`src/rtl/decode_queue.sv`:
```
// decode_queue: decodes RV32I/RV64I instructions from IF and buffers them in a circular queue for EX.
// Parameters: DATA_LEN (32 or 64) datapath width; QDEPTH (power of 2, 2..8) decoded-entry slots.
// Ports: clk, rst_n (synchronous, active-low);
//   IF side: in_valid, in_ready, in_inst, in_pc, flush;
//   register file: rs1, rs2, rs1_valid, rs2_valid, src1, src2, src_block;
//   EX side: out_valid, out_ready, out_pc, out_op1, out_op2, out_imm, out_alu_op, out_word,
//   out_rd, out_dest_wen, out_illegal.
// Macro DECODE_QUEUE_ILLEGAL_CHECK_EN: when defined, unrecognised encodings raise out_illegal.
module decode_queue #(
    parameter int DATA_LEN = 32,
    parameter int QDEPTH   = 2
) (
    input  logic                clk,
    input  logic                rst_n,
    input  logic                in_valid,
    output logic                in_ready,
    input  logic [31:0]         in_inst,
    input  logic [DATA_LEN-1:0] in_pc,
    input  logic                flush,
    output logic [4:0]          rs1,
    output logic [4:0]          rs2,
    output logic                rs1_valid,
    output logic                rs2_valid,
    input  logic [DATA_LEN-1:0] src1,
    input  logic [DATA_LEN-1:0] src2,
    input  logic                src_block,
    output logic                out_valid,
    input  logic                out_ready,
    output logic [DATA_LEN-1:0] out_pc,
    output logic [DATA_LEN-1:0] out_op1,
    output logic [DATA_LEN-1:0] out_op2,
    output logic [DATA_LEN-1:0] out_imm,
    output logic [3:0]          out_alu_op,
    output logic                out_word,
    output logic [4:0]          out_rd,
    output logic                out_dest_wen,
    output logic                out_illegal
);
    localparam int PW = $clog2(QDEPTH);
    localparam bit IS64 = (DATA_LEN == 64);
    localparam logic [6:0] OP_LUI = 7'b0110111, OP_AUIPC = 7'b0010111, OP_JAL = 7'b1101111,
                           OP_JALR = 7'b1100111, OP_BRANCH = 7'b1100011, OP_LOAD = 7'b0000011,
                           OP_STORE = 7'b0100011, OP_IMM = 7'b0010011, OP_REG = 7'b0110011,
                           OP_MISC = 7'b0001111, OP_SYS = 7'b1110011, OP_IMM32 = 7'b0011011,
                           OP_REG32 = 7'b0111011;
    localparam logic [DATA_LEN-1:0] FOUR = DATA_LEN'(4);

    typedef struct packed {
        logic [DATA_LEN-1:0] pc, op1, op2, imm;
        logic [3:0]          alu_op;
        logic                word, dest_wen, illegal;
        logic [4:0]          rd;
    } ent_t;

    logic [PW-1:0] wptr_q, wptr_d, rptr_q, rptr_d;
    logic [PW:0]   cnt_q, cnt_d;
    ent_t          slot_q [QDEPTH];
    ent_t          ent_d, head;
    logic          full, empty, push, pop;
    logic [6:0]    opc, f7;
    logic [2:0]    f3;
    logic [DATA_LEN-1:0] imm_i, imm_s, imm_b, imm_u, imm_j, shamt, imm, op1, op2;
    logic [3:0]    alu, alu_rr;
    logic          bad, no_wb, word, r1v, r2v, rr_ok, sh_ok, shw_ok, ill;

    assign opc = in_inst[6:0];
    assign f3  = in_inst[14:12];
    assign f7  = in_inst[31:25];
    assign rs1 = in_inst[19:15];
    assign rs2 = in_inst[24:20];

    assign imm_i = DATA_LEN'($signed(in_inst[31:20]));
    assign imm_s = DATA_LEN'($signed({in_inst[31:25], in_inst[11:7]}));
    assign imm_b = DATA_LEN'($signed({in_inst[31], in_inst[7], in_inst[30:25], in_inst[11:8], 1'b0}));
    assign imm_u = DATA_LEN'($signed({in_inst[31:12], 12'b0}));
    assign imm_j = DATA_LEN'($signed({in_inst[31], in_inst[19:12], in_inst[20], in_inst[30:21], 1'b0}));
    // inst[25] is a shamt bit only for RV64 non-W immediate shifts
    assign shamt = DATA_LEN'({in_inst[25] & IS64 & (opc == OP_IMM), in_inst[24:20]});

    assign rr_ok  = (f7 == 7'b0) || (f7 == 7'b0100000 && (f3 == 3'd0 || f3 == 3'd5));
    assign shw_ok = (f7 == 7'b0) || (f7 == 7'b0100000 && f3 == 3'd5);
    assign sh_ok  = IS64 ? (in_inst[31:26] == 6'b0 || (in_inst[31:26] == 6'b010000 && f3 == 3'd5)) : shw_ok;

    always_comb begin
        case (f3)
            3'd0:    alu_rr = (in_inst[30] && (opc == OP_REG || opc == OP_REG32)) ? 4'd1 : 4'd0;
            3'd1:    alu_rr = 4'd2;
            3'd2:    alu_rr = 4'd3;
            3'd3:    alu_rr = 4'd4;
            3'd4:    alu_rr = 4'd5;
            3'd5:    alu_rr = in_inst[30] ? 4'd7 : 4'd6;
            3'd6:    alu_rr = 4'd8;
            default: alu_rr = 4'd9;
        endcase
    end

    always_comb begin
        imm = imm_i;
        op1 = src1;
        op2 = imm_i;
        alu = 4'd0;
        bad = 1'b0;
        no_wb = 1'b0;
        word = 1'b0;
        r1v = 1'b0;
        r2v = 1'b0;
        case (opc)
            OP_LUI:    begin imm = imm_u; op1 = '0; op2 = imm_u; end
            OP_AUIPC:  begin imm = imm_u; op1 = in_pc; op2 = imm_u; end
            OP_JAL:    begin imm = imm_j; op1 = in_pc; op2 = FOUR; end
            OP_JALR:   begin r1v = 1'b1; op1 = in_pc; op2 = FOUR; bad = f3 != 3'd0; end
            OP_BRANCH: begin
                imm = imm_b; op2 = src2; alu = 4'd1; r1v = 1'b1; r2v = 1'b1; no_wb = 1'b1;
                bad = f3[2:1] == 2'b01;
            end
            OP_LOAD:   begin r1v = 1'b1; bad = f3 == 3'd7 || (!IS64 && (f3 == 3'd3 || f3 == 3'd6)); end
            OP_STORE:  begin
                imm = imm_s; op2 = imm_s; r1v = 1'b1; r2v = 1'b1; no_wb = 1'b1;
                bad = f3[2] || (!IS64 && f3 == 3'd3);
            end
            OP_IMM:    begin
                r1v = 1'b1; alu = alu_rr;
                if (f3 == 3'd1 || f3 == 3'd5) begin
                    imm = shamt; op2 = shamt; bad = !sh_ok;
                end
            end
            OP_REG:    begin r1v = 1'b1; r2v = 1'b1; op2 = src2; alu = alu_rr; bad = !rr_ok; end
            OP_IMM32:  begin
                r1v = IS64; word = IS64; alu = alu_rr;
                if (f3[0]) begin imm = shamt; op2 = shamt; end
                bad = !IS64 || !(f3 == 3'd0 || ((f3 == 3'd1 || f3 == 3'd5) && shw_ok));
            end
            OP_REG32:  begin
                r1v = IS64; r2v = IS64; word = IS64; op2 = src2; alu = alu_rr;
                bad = !IS64 || !((f3 == 3'd0 && rr_ok) || ((f3 == 3'd1 || f3 == 3'd5) && shw_ok));
            end
            OP_MISC, OP_SYS: no_wb = 1'b1;
            default:   bad = 1'b1;
        endcase
        // unrecognised encodings fall back to a non-writing ADD
        if (bad) alu = 4'd0;
    end

`ifdef DECODE_QUEUE_ILLEGAL_CHECK_EN
    assign ill = bad;
`else
    assign ill = 1'b0;
`endif

    assign rs1_valid = r1v;
    assign rs2_valid = r2v;

    always_comb begin
        ent_d.pc       = in_pc;
        ent_d.op1      = op1;
        ent_d.op2      = op2;
        ent_d.imm      = imm;
        ent_d.alu_op   = alu;
        ent_d.word     = word;
        ent_d.rd       = in_inst[11:7];
        ent_d.dest_wen = !no_wb && !bad && in_inst[11:7] != 5'd0;
        ent_d.illegal  = ill;
    end

    assign full      = cnt_q == (PW+1)'(QDEPTH);
    assign empty     = cnt_q == '0;
    assign in_ready  = rst_n && !full && !src_block && !flush;
    assign out_valid = !empty;
    assign push      = in_valid && in_ready;
    assign pop       = out_valid && out_ready;

    always_comb begin
        wptr_d = flush ? '0 : wptr_q + PW'(push);
        rptr_d = flush ? '0 : rptr_q + PW'(pop);
        cnt_d  = flush ? '0 : cnt_q + (PW+1)'(push) - (PW+1)'(pop);
    end

    always_ff @(posedge clk) begin
        if (!rst_n) begin
            wptr_q <= '0;
            rptr_q <= '0;
            cnt_q  <= '0;
        end else begin
            wptr_q <= wptr_d;
            rptr_q <= rptr_d;
            cnt_q  <= cnt_d;
        end
    end

    always_ff @(posedge clk) begin
        if (push) slot_q[wptr_q] <= ent_d;
    end

    assign head         = slot_q[rptr_q];
    assign out_pc       = head.pc;
    assign out_op1      = head.op1;
    assign out_op2      = head.op2;
    assign out_imm      = head.imm;
    assign out_alu_op   = head.alu_op;
    assign out_word     = head.word;
    assign out_rd       = head.rd;
    assign out_dest_wen = head.dest_wen;
    assign out_illegal  = head.illegal;
endmodule

```
`config.mk`:
```
export PLATFORM = sky130hd
export DESIGN_NAME = decode_queue
export DESIGN_NICKNAME = d
export VERILOG_FILES = /design/src/rtl/decode_queue.sv
export SDC_FILE = /design/constraint.sdc
export NUM_CORES = 1
export LEC_CHECK = 0
export BUFFER_PORTS_ARGS = -buffer_cell sky130_fd_sc_hd__buf_2
export CELL_PAD_IN_SITES_DETAIL_PLACEMENT = 0
export CELL_PAD_IN_SITES_GLOBAL_PLACEMENT = 1
export CORE_UTILIZATION = 44
export DETAILED_ROUTE_END_ITERATION = 12
export GPL_TIMING_DRIVEN = 0
export PLACE_DENSITY_LB_ADDON = 0.1
export SETUP_SLACK_MARGIN = 0.02
export SLEW_MARGIN = 40
export SYNTH_ARGS = -nofsm -noshare
export SYNTH_HDL_FRONTEND = slang
export SYNTH_SLANG_ARGS = --single-unit
```
`constraint.sdc`:
```
create_clock -name clk -period 5.2 [get_ports clk]
set_clock_uncertainty 0.15 [all_clocks]
set_input_delay 0.26 -clock clk [delete_from_list [all_inputs] [get_ports clk]]
set_output_delay 0.26 -clock clk [all_outputs]
set_load 0.05 [all_outputs]
```
==> impl_metrics.env, run 1 <==
export IMPL_ys_warn_count=0
export IMPL_grt_pass1_vias=8113
export IMPL_yosys_cell_types_count=60
export IMPL_fin_crit_sh=0.610
export IMPL_h_tree_depth=1
export IMPL_grt_max_degree=39
export IMPL_via_count=7939
export IMPL_worst_pin_slew_ns=0.780
export IMPL_p_leak_nw=6.04
export IMPL_overflow=0
export IMPL_post_cts_buffers=0
export IMPL_crit_type="reg -> out"
export IMPL_track_usage=0.220
export IMPL_r2r_end="slot_q[0][75]"
export IMPL_hold_depth=3
export IMPL_cp_required_ns=4.79
export IMPL_fp_dieH_um=167
export IMPL_port_buffers=283
export IMPL_route_detailed_drc=0
export IMPL_antenna_left=0
export IMPL_synth_commonest_cells="edfxtp_1 (276), mux2_2 (139), a22o_1 (45)"
export IMPL_hpwl_um=20600
export IMPL_initial_utilization=0.447
export IMPL_gp_congestion=0.897
export IMPL_postSynthCellCount=710
export IMPL_grt_pass1_wl_um=47000
export IMPL_finalHoldViolCount=0
export IMPL_hold_ws_ns=0.0269
export IMPL_fin_nets=1291
export IMPL_dominantRegCellSynth="edfxtp_1"
export IMPL_n_fill_cell=2102
export IMPL_total_power_mw=4.89
export IMPL_final_layout_size_suffix_gt1_frac=0.454
export IMPL_dr_pass1_iters=5
export IMPL_drt_iter0_markers=439
export IMPL_timing_rr_start="cnt_q[1]"
export IMPL_synth_cell_area_um2=12000
export IMPL_max_slew_margin=0.480
export IMPL_fin_area_um2=16100
export IMPL_path_clk_slew_ns=0.06
export IMPL_rows=60
export IMPL_routed_wl_um=31000
export IMPL_antenna_cells=0
export IMPL_r2r_slack_ns=2.76
export IMPL_post_dp_cell_area_um2=14000
export IMPL_setup_viol=0
export IMPL_io_pins=288
export IMPL_fin_crit_ns=3.17
export IMPL_cts_resized=0
export IMPL_antenna_found_initial=0
export IMPL_cts_inserted_buffers=30
export IMPL_grt_setup_unrepaired="false"
export IMPL_netlist_area_leader_share=0.692
export IMPL_die_area_um2=27900
export IMPL_wl_per_cell_um=20.4
export IMPL_critPathCaptureType="output pin"
export IMPL_vdd_ir_drop_max_uv=211
export IMPL_clock_tree_root_cell="clkbuf_16"
export IMPL_die_x_um=167
export IMPL_crit_arrival_ns=2.76
export IMPL_powerDensity_nw_per_um2=304
export IMPL_synth_edf_count=276
export IMPL_area_growth_pct=34.1
export IMPL_clockBufferDepth=3
export IMPL_clkLatencyLatePin_ns=0.53
export IMPL_status="finished, final reports clean"
export IMPL_postSynthAreaPerCell_um2=16.9
export IMPL_async_reset_ff_frac=0
export IMPL_routed_via_density=5.24
export IMPL_synth_seq_cells=280
export IMPL_synth_top_cell_by_area="edfxtp_1"
export IMPL_drv_cap=0
export IMPL_fmax_ghz=0.315
export IMPL_postLayoutCoreUtil=0.599
export IMPL_yosysSeqAreaShare=0.699
export IMPL_synthTopCellsByArea="edfxtp_1 (69%), mux2_2 (13%), a22o_1 (3.3%)"
export IMPL_yosysMostFrequentCell="edfxtp_1"
export IMPL_clock_sinks=280
export IMPL_slew_violations=0
export IMPL_min_from="in_inst[20]"
export IMPL_rr_worst_depth=7
export IMPL_start_kind="flip-flop"
export IMPL_tritoncts="built"
export IMPL_hp_class="in -> reg"
export IMPL_cp_max_fo=10
export IMPL_holdPathEnd="slot_q[0][30]"
export IMPL_core_area_um2=26800
-- where the power goes --
part	switching, mW	internal [mW]
clock network	0.827	1.09
registers	0.00444	2.51
logic	0.265	0.194
-- stage by stage --
step	TNS, ns	instances	setup slack (ns)
floorplan	-165.26	711	-0.599
global placement	-474.72	1335	-1.74
detailed placement	0	1342	2.49
CTS	0	1516	1.90
global route	0	1516	1.81
finish	0	1516	2.03
-- logic make-up (layout without fill, tap and decap cells) --
family                     Yosys count  in the layout  share of synthesized area
adders and majority gates            4              4                    0.00418
xor gates and xnor gates             4              4                    0.00293
and+or+nand+nor                    105            105                     0.0491
DFF                                280            280                      0.699
AOI/OAI and AO/OA                  116            116                     0.0866
muxes                              139            139                      0.131
buffers and inverters               61            525                     0.0274
other                                1              2                   0.000313
-- final cells by class --
type | count | area (µm²) | share of cell area
plain buffers | 54 | 302 | 0.0188
clock buffers | 43 | 821 | 0.0511
clock inverters | 11 | 52.6 | 0.00327
inverters | 7 | 26.3 | 0.00164
multi-input cells | 370 | 3310 | 0.206
flip-flops and latches | 280 | 8370 | 0.521
well taps | 341 | 427 | 0.0266
repair buffers | 410 | 2760 | 0.172
-- registers in the layout, summed over array words and instances (netlist names) --
signal and count:
slot_q 276, cnt_q 2, rptr_q 1, wptr_q 1
-- how the worst max path moves through the flow --
stage	start	to	slack (ns)
2_1_floorplan	flush	slot_q[1][0]	-0.60
3_3_place_gp	flush	slot_q[0][112]	-1.74
3_5_place_dp	rptr_q	out_imm[28]	2.49
4_1_cts	rptr_q	out_imm[28]	1.90
5_1_grt	rptr_q	out_imm[28]	1.81
6_report	rptr_q	out_imm[28]	2.03
-- worst max-delay path, cell delays in order (launching register included) --
cell,delay [ns]
dfxtp_1,0.37
clkbuf_1,0.55
clkbuf_1,0.66
mux2_2,0.42
buf_2,0.22
-- routing by layer --
layer  vias to the layer above  wire [µm]  GRT usage
li1                       3696          -          -
met1                      3935      13100      0.281
met2                       266      15200      0.380
met3                        42       1990     0.0471
met4                         0        700     0.0576
met5                         -          0          0
-- layout by cell type (no fill, tap or decap), drive strengths merged, types with 3 or more instances in the layout --
cell type / count
nor3: 7
edfxtp: 276
o21ai: 5
mux2: 139
a22oi: 4
dlygate4sd3: 120
and2: 5
inv: 8
nand2b: 7
a22o: 45
clkinv: 10
nor2: 20
a31oi: 3
a221o: 22
clkbuf: 61
nand4b: 3
nor4: 4
nor2b: 10
nand3: 3
a21o: 14
ha: 4
dfxtp: 4
buf: 326
nand2: 34
a21oi: 9
-- repair_timing --
| action | CTS | global route |
|---|---|---|
| endpoints found under the setup margin | 0 | 0 |
| hold endpoints to repair | 230 | 0 |
| hold buffers | 120 | 0 |
Note: power is estimated with default switching activity, not from simulation.
==> inputs of run 2 (changes only) <==
--- a/config.mk
+++ b/config.mk
@@ -8,7 +8,7 @@
 export BUFFER_PORTS_ARGS = -buffer_cell sky130_fd_sc_hd__buf_2
 export CELL_PAD_IN_SITES_DETAIL_PLACEMENT = 0
 export CELL_PAD_IN_SITES_GLOBAL_PLACEMENT = 1
-export CORE_UTILIZATION = 44
+export CORE_UTILIZATION = 40
 export DETAILED_ROUTE_END_ITERATION = 12
 export GPL_TIMING_DRIVEN = 0
 export PLACE_DENSITY_LB_ADDON = 0.1
==> constraint.sdc (replaced) <==
create_clock -name clk -period 2.7 [get_ports clk]
set_clock_uncertainty 0.15 [all_clocks]
set_input_delay 0.135 -clock clk [delete_from_list [all_inputs] [get_ports clk]]
set_output_delay 0.135 -clock clk [all_outputs]
set_load 0.05 [all_outputs]
==> run 2 against run 1 <==
Combinational power up 99%. First-iteration DRC count decreased by 5.7%. Hold slack improved by 0.017 ns. Routed wire length up 1.0%. Non-clock buffer count is 23 higher. Worst setup slack got worse by 1.9 ns. Cell area is 2.5% higher. Global-route usage decreased by 1.9 points. Largest cell class unchanged. Largest power group unchanged. Highest routed layer unchanged.
==> impl_metrics.env, run 2 (synthesized netlist as in run 1, its figures left out) <==
export IMPL_status="finished, final reports clean"
export IMPL_crit_slowest_cell="dlygate4sd3_1"
export IMPL_antenna_found_initial=0
export IMPL_largest_reg_flops=276
export IMPL_fmax_ghz=0.384
export IMPL_cp_required_ns=2.95
export IMPL_cts_inserted_buffers=31
export IMPL_fin_area_um2=16500
export IMPL_route_detailed_drc=0
export IMPL_wl_per_cell_um=19.8
export IMPL_drv_cap=0
export IMPL_antenna_left=0
export IMPL_powerDensity_nw_per_um2=586
export IMPL_routed_wl_um=31300
export IMPL_fin_nets=1315
export IMPL_crit_type="in -> reg"
export IMPL_cp_max_fo=7
export IMPL_crit_top_cell="dlygate4sd3_1"
export IMPL_gp_congestion=0.869
export IMPL_clock_sinks=280
export IMPL_grt_pass1_wl_um=46800
export IMPL_regMostFlops="slot_q"
export IMPL_finalHoldViolCount=0
export IMPL_antenna_cells=0
export IMPL_io_pins=288
export IMPL_port_buffers=283
export IMPL_hp_class="in -> reg"
export IMPL_initial_utilization=0.412
export IMPL_n_fill_cell=2438
export IMPL_die_x_um=175
export IMPL_critPathCaptureType="flip-flop"
export IMPL_worst_pin_slew_ns=0.650
export IMPL_drt_iter0_markers=414
export IMPL_setup_viol=0
export IMPL_via_count=8004
export IMPL_final_cell_mix="buf_2 (300), edfxtp_1 (276), dlygate4sd3_1 (141), mux2_2 (139), a22o_1 (45)"
export IMPL_final_common_cell="buf_2"
export IMPL_clock_tree_root_cell="clkbuf_16"
export IMPL_post_dp_cell_area_um2=14100
export IMPL_slew_violations=0
export IMPL_clockBufferDepth=3
export IMPL_hpwl_um=21400
export IMPL_grt_pass1_vias=8184
export IMPL_grt_setup_unrepaired="false"
export IMPL_final_layout_size_suffix_gt1_frac=0.468
export IMPL_max_slew_margin=0.567
export IMPL_tritoncts="built"
export IMPL_track_usage=0.201
export IMPL_start_kind="input port"
export IMPL_dr_pass1_iters=6
export IMPL_hold_ws_ns=0.0439
export IMPL_p_leak_nw=6.24
export IMPL_path_clk_slew_ns=0.06
export IMPL_area_growth_pct=37.4
export IMPL_h_tree_depth=1
export IMPL_core_area_um2=29100
export IMPL_routed_via_density=5.06
export IMPL_overflow=0
export IMPL_reg_top3="slot_q (276), cnt_q (2)"
export IMPL_fin_crit_ns=2.60
export IMPL_slowest_delay_ns=0.59
export IMPL_grt_max_degree=39
export IMPL_die_area_um2=30600
export IMPL_fp_dieH_um=175
export IMPL_vdd_ir_drop_max_uv=449
export IMPL_crit_arrival_ns=2.86
export IMPL_path_cells="dlygate4sd3_1 > buf_2 > nand4b_2 > nor4_4 > a21oi_2 > nand2_1 > a22o_1 > dlygate4sd3_1"
export IMPL_clkLatencyLatePin_ns=0.54
export IMPL_fin_crit_sh=0.965
export IMPL_rows=62
## run 2: final timing paths
check	startpoint	to	slack [ns]	cells past startpoint
worst max-delay path	in_inst[0]	slot_q[0][48]	0.1	8
worst min-delay path	in_inst[5]	slot_q[1][41]	0.04	3
worst max register to register	cnt_q[0]	slot_q[1][66]	0.58	7
worst min register to register	cnt_q[1]	cnt_q[1]	0.37	2
## run 2: power breakdown
part	switching (mW)	leakage (nW)	internal (mW)
Sequential	0.00822	2.53	4.83
Clock	1.62	0.457	2.27
Combinational	0.516	3.25	0.398
## run 2: final cells by class
cell class / instances / area [µm²] / area share
timing repair buffer: 433 / 3000 / 0.182
inverter: 7 / 26.3 / 0.00160
multi-input combinational: 370 / 3330 / 0.202
tap: 384 / 480 / 0.0292
buffer: 54 / 322 / 0.0195
clock buffer: 35 / 791 / 0.0480
clock inverter: 20 / 148 / 0.00897
sequential: 280 / 8370 / 0.509
## run 2: per-layer routing
layer / vias up / track usage / part of all wire
li1: 3739 / - / -
met2: 293 / 0.343 / 0.49
met5: - / 0 / 0
met3: 51 / 0.0348 / 0.061
met4: 0 / 0.0576 / 0.026
met1: 3921 / 0.263 / 0.43
## run 2: through the flow
stage | setup TNS, ns | instances | util | setup slack, ns | total power, mW
floorplan | -19.13 | 711 | - | -0.0693 | 5.39
detailed placement | 0 | 1386 | 0.484 | 0.102 | 5.68
CTS | 0 | 1582 | 0.565 | 0.0475 | 9.74
global route | 0 | 1583 | 0.566 | 0.0222 | 9.97
global placement | -135.45 | 1378 | 0.479 | -0.514 | 5.67
finish | 0 | 1583 | 0.566 | 0.0958 | 9.64
## run 2: critical path, delay by kind of cell
kind                   cells  cell delay, ns
AOI/OAI and AO/OA          2            0.33
buffers and inverters      3            1.34
and+or+nand+nor            3            1.06
## run 2: repair_timing
item,in CTS,in global routing
pin swaps,0,1
setup endpoints to repair,110,42
hold endpoints to repair,266,0
resized for setup,13,8
hold buffers,141,0
buffers inserted,0,1
==> inputs of run 3 (changes only) <==
--- a/config.mk
+++ b/config.mk
@@ -6,7 +6,7 @@
 export NUM_CORES = 1
 export LEC_CHECK = 0
 export BUFFER_PORTS_ARGS = -buffer_cell sky130_fd_sc_hd__buf_2
-export CELL_PAD_IN_SITES_DETAIL_PLACEMENT = 0
+export CELL_PAD_IN_SITES_DETAIL_PLACEMENT = 1
 export CELL_PAD_IN_SITES_GLOBAL_PLACEMENT = 1
 export CORE_UTILIZATION = 40
 export DETAILED_ROUTE_END_ITERATION = 12
==> run 3 against run 2 <==
Combinational power rose by 2%. Global-route usage increased by 1.9 points. Non-clock buffer count up 1. Power increased by 3.1%. Core utilization increased by 0.32 points. Final cell count increased by 0.13%. Hold slack improved by 0.013 ns. Sequential cell count unchanged. Routed wire length is 8.8% higher. Via count is 1.7% higher. Sequential share of layout area is 0.29 points lower. Clock-buffer cell count grew 8. Critical endpoint is now slot_q[1][58].
==> impl_metrics.env, run 3 (synthesized netlist as in run 1, its figures left out) <==
export IMPL_fmax_ghz=0.386
export IMPL_dr_pass1_iters=5
export IMPL_via_count=8137
export IMPL_seq_power_share=0.487
export IMPL_fp_dieH_um=175
export IMPL_reg_top3="slot_q (276), cnt_q (2)"
export IMPL_track_usage=0.220
export IMPL_rows=62
export IMPL_antenna_left=0
export IMPL_gp_congestion=0.869
export IMPL_grt_setup_unrepaired="false"
export IMPL_n_fill_cell=2858
export IMPL_r2r_slack_ns=0.54
export IMPL_p_int_mw=7.75
export IMPL_vdd_ir_drop_max_uv=489
export IMPL_cp_required_ns=2.84
export IMPL_tritoncts="built"
export IMPL_core_area_um2=29100
export IMPL_clock_sinks=280
export IMPL_post_dp_cell_area_um2=14100
export IMPL_antenna_cells=0
export IMPL_power_frac_comb=0.094
export IMPL_grt_max_degree=39
export IMPL_final_common_cell="buf_2"
export IMPL_multi_input_area_um2=3330
export IMPL_clock_tree_root_cell="clkbuf_16"
export IMPL_p_sw_frac=0.220
export IMPL_clockPowerShare=0.419
export IMPL_clkLatencyLatePin_ns=0.56
export IMPL_total_power_mw=9.94
export IMPL_final_cell_mix="buf_2 (300), edfxtp_1 (276), dlygate4sd3_1 (142), mux2_2 (139), a22o_1 (45)"
export IMPL_cts_inserted_buffers=31
export IMPL_overflow=0
export IMPL_die_x_um=175
export IMPL_powerDensity_nw_per_um2=600
export IMPL_status="finished, final reports clean"
export IMPL_fin_nets=1316
export IMPL_max_slew_margin=0.546
export IMPL_initial_utilization=0.412
export IMPL_route_detailed_drc=0
export IMPL_drv_cap=0
export IMPL_ff_latch_area_um2=8370
export IMPL_wl_per_cell_um=21.5
export IMPL_fin_crit_sh=0.960
export IMPL_crit_type="in -> reg"
export IMPL_slew_violations=0
export IMPL_fin_crit_ns=2.59
export IMPL_hp_class="in -> reg"
export IMPL_p_sw_mw=2.18
export IMPL_path_clk_slew_ns=0.06
export IMPL_cp_max_fo=10
export IMPL_largest_reg_flops=276
export IMPL_io_pins=288
export IMPL_clockBufferDepth=3
export IMPL_setup_viol=0
export IMPL_routed_via_density=5.13
export IMPL_critPathCaptureType="flip-flop"
export IMPL_drt_iter0_markers=424
export IMPL_final_layout_size_suffix_gt1_frac=0.470
export IMPL_finalHoldViolCount=0
export IMPL_crit_arrival_ns=2.73
export IMPL_fin_area_um2=16600
export IMPL_hpwl_um=22700
export IMPL_h_tree_depth=1
export IMPL_p_leak_nw=6.28
export IMPL_die_area_um2=30600
export IMPL_start_kind="input port"
export IMPL_antenna_found_initial=0
export IMPL_routed_wl_um=34100
export IMPL_port_buffers=283
export IMPL_grt_pass1_vias=8703
export IMPL_area_growth_pct=38.2
export IMPL_grt_pass1_wl_um=51200
export IMPL_worst_pin_slew_ns=0.681
export IMPL_regMostFlops="slot_q"
-- run 3: layout make-up --
cell class / instances / area share
flip-flops and latches: 280 / 0.506
multi-input cells: 370 / 0.201
plain buffers: 54 / 0.0196
clock buffers: 43 / 0.0526
clock inverters: 13 / 0.00884
inverters: 7 / 0.00159
repair buffers: 434 / 0.182
well taps: 384 / 0.0290
-- run 3: power by group through the flow --
stage	combinational [mW]	clock [mW]	sequential, mW
after floorplan	0.462	0	4.93
after CTS	0.922	4.27	4.84
after global placement	0.731	0	4.93
after detailed placement	0.751	0	4.93
final	0.930	4.17	4.84
after global routing	0.986	4.42	4.84
-- run 3: worst paths after layout --
kind / startpoint / endpoint / cells past startpoint
min: in_inst[14] / slot_q[1][5] / 5
max reg2reg: cnt_q[0] / slot_q[1][60] / 7
min reg2reg: cnt_q[1] / cnt_q[1] / 2
max: in_inst[1] / slot_q[1][58] / 9
-- run 3: worst max-delay path, cell delays in order --
cell,delay [ns]
dlygate4sd3_1,0.54
buf_2,0.19
nand2_4,0.15
nor2_1,0.07
and3b_1,0.17
clkbuf_1,0.18
clkbuf_2,0.26
a221o_2,0.43
dlygate4sd3_1,0.59
-- run 3: layer usage --
metal / global-route usage / vias up / wire length [µm]
met5: 0 / - / 0
met4: 0.0707 / 0 / 1000
met3: 0.0379 / 57 / 1870
met2: 0.385 / 278 / 17100
met1: 0.277 / 4051 / 14100
li1: - / 3751 / -
-- run 3: stage by stage --
step           setup slack (ns)   util  TNS (ns)  hold slack (ns)  std cells
3_5_place_dp             0.0781  0.484         0            0.191       1386
3_3_place_gp             -0.514  0.479   -135.45            0.188       1378
5_1_grt                  0.0279  0.569         0           0.0826       1585
2_1_floorplan           -0.0693      -    -19.13           0.0839        711
4_1_cts                  0.0414  0.569         0           0.0385       1584
6_report                  0.108  0.569         0           0.0566       1585
-- run 3: what timing repair did --
item	4_1_cts	5_1_grt
hold endpoints to repair	268	0
pin swaps	0	1
hold buffers	142	0
endpoints found under the setup margin	110	37
resized for setup	14	9
setup buffers	0	1
gates cloned	0	0
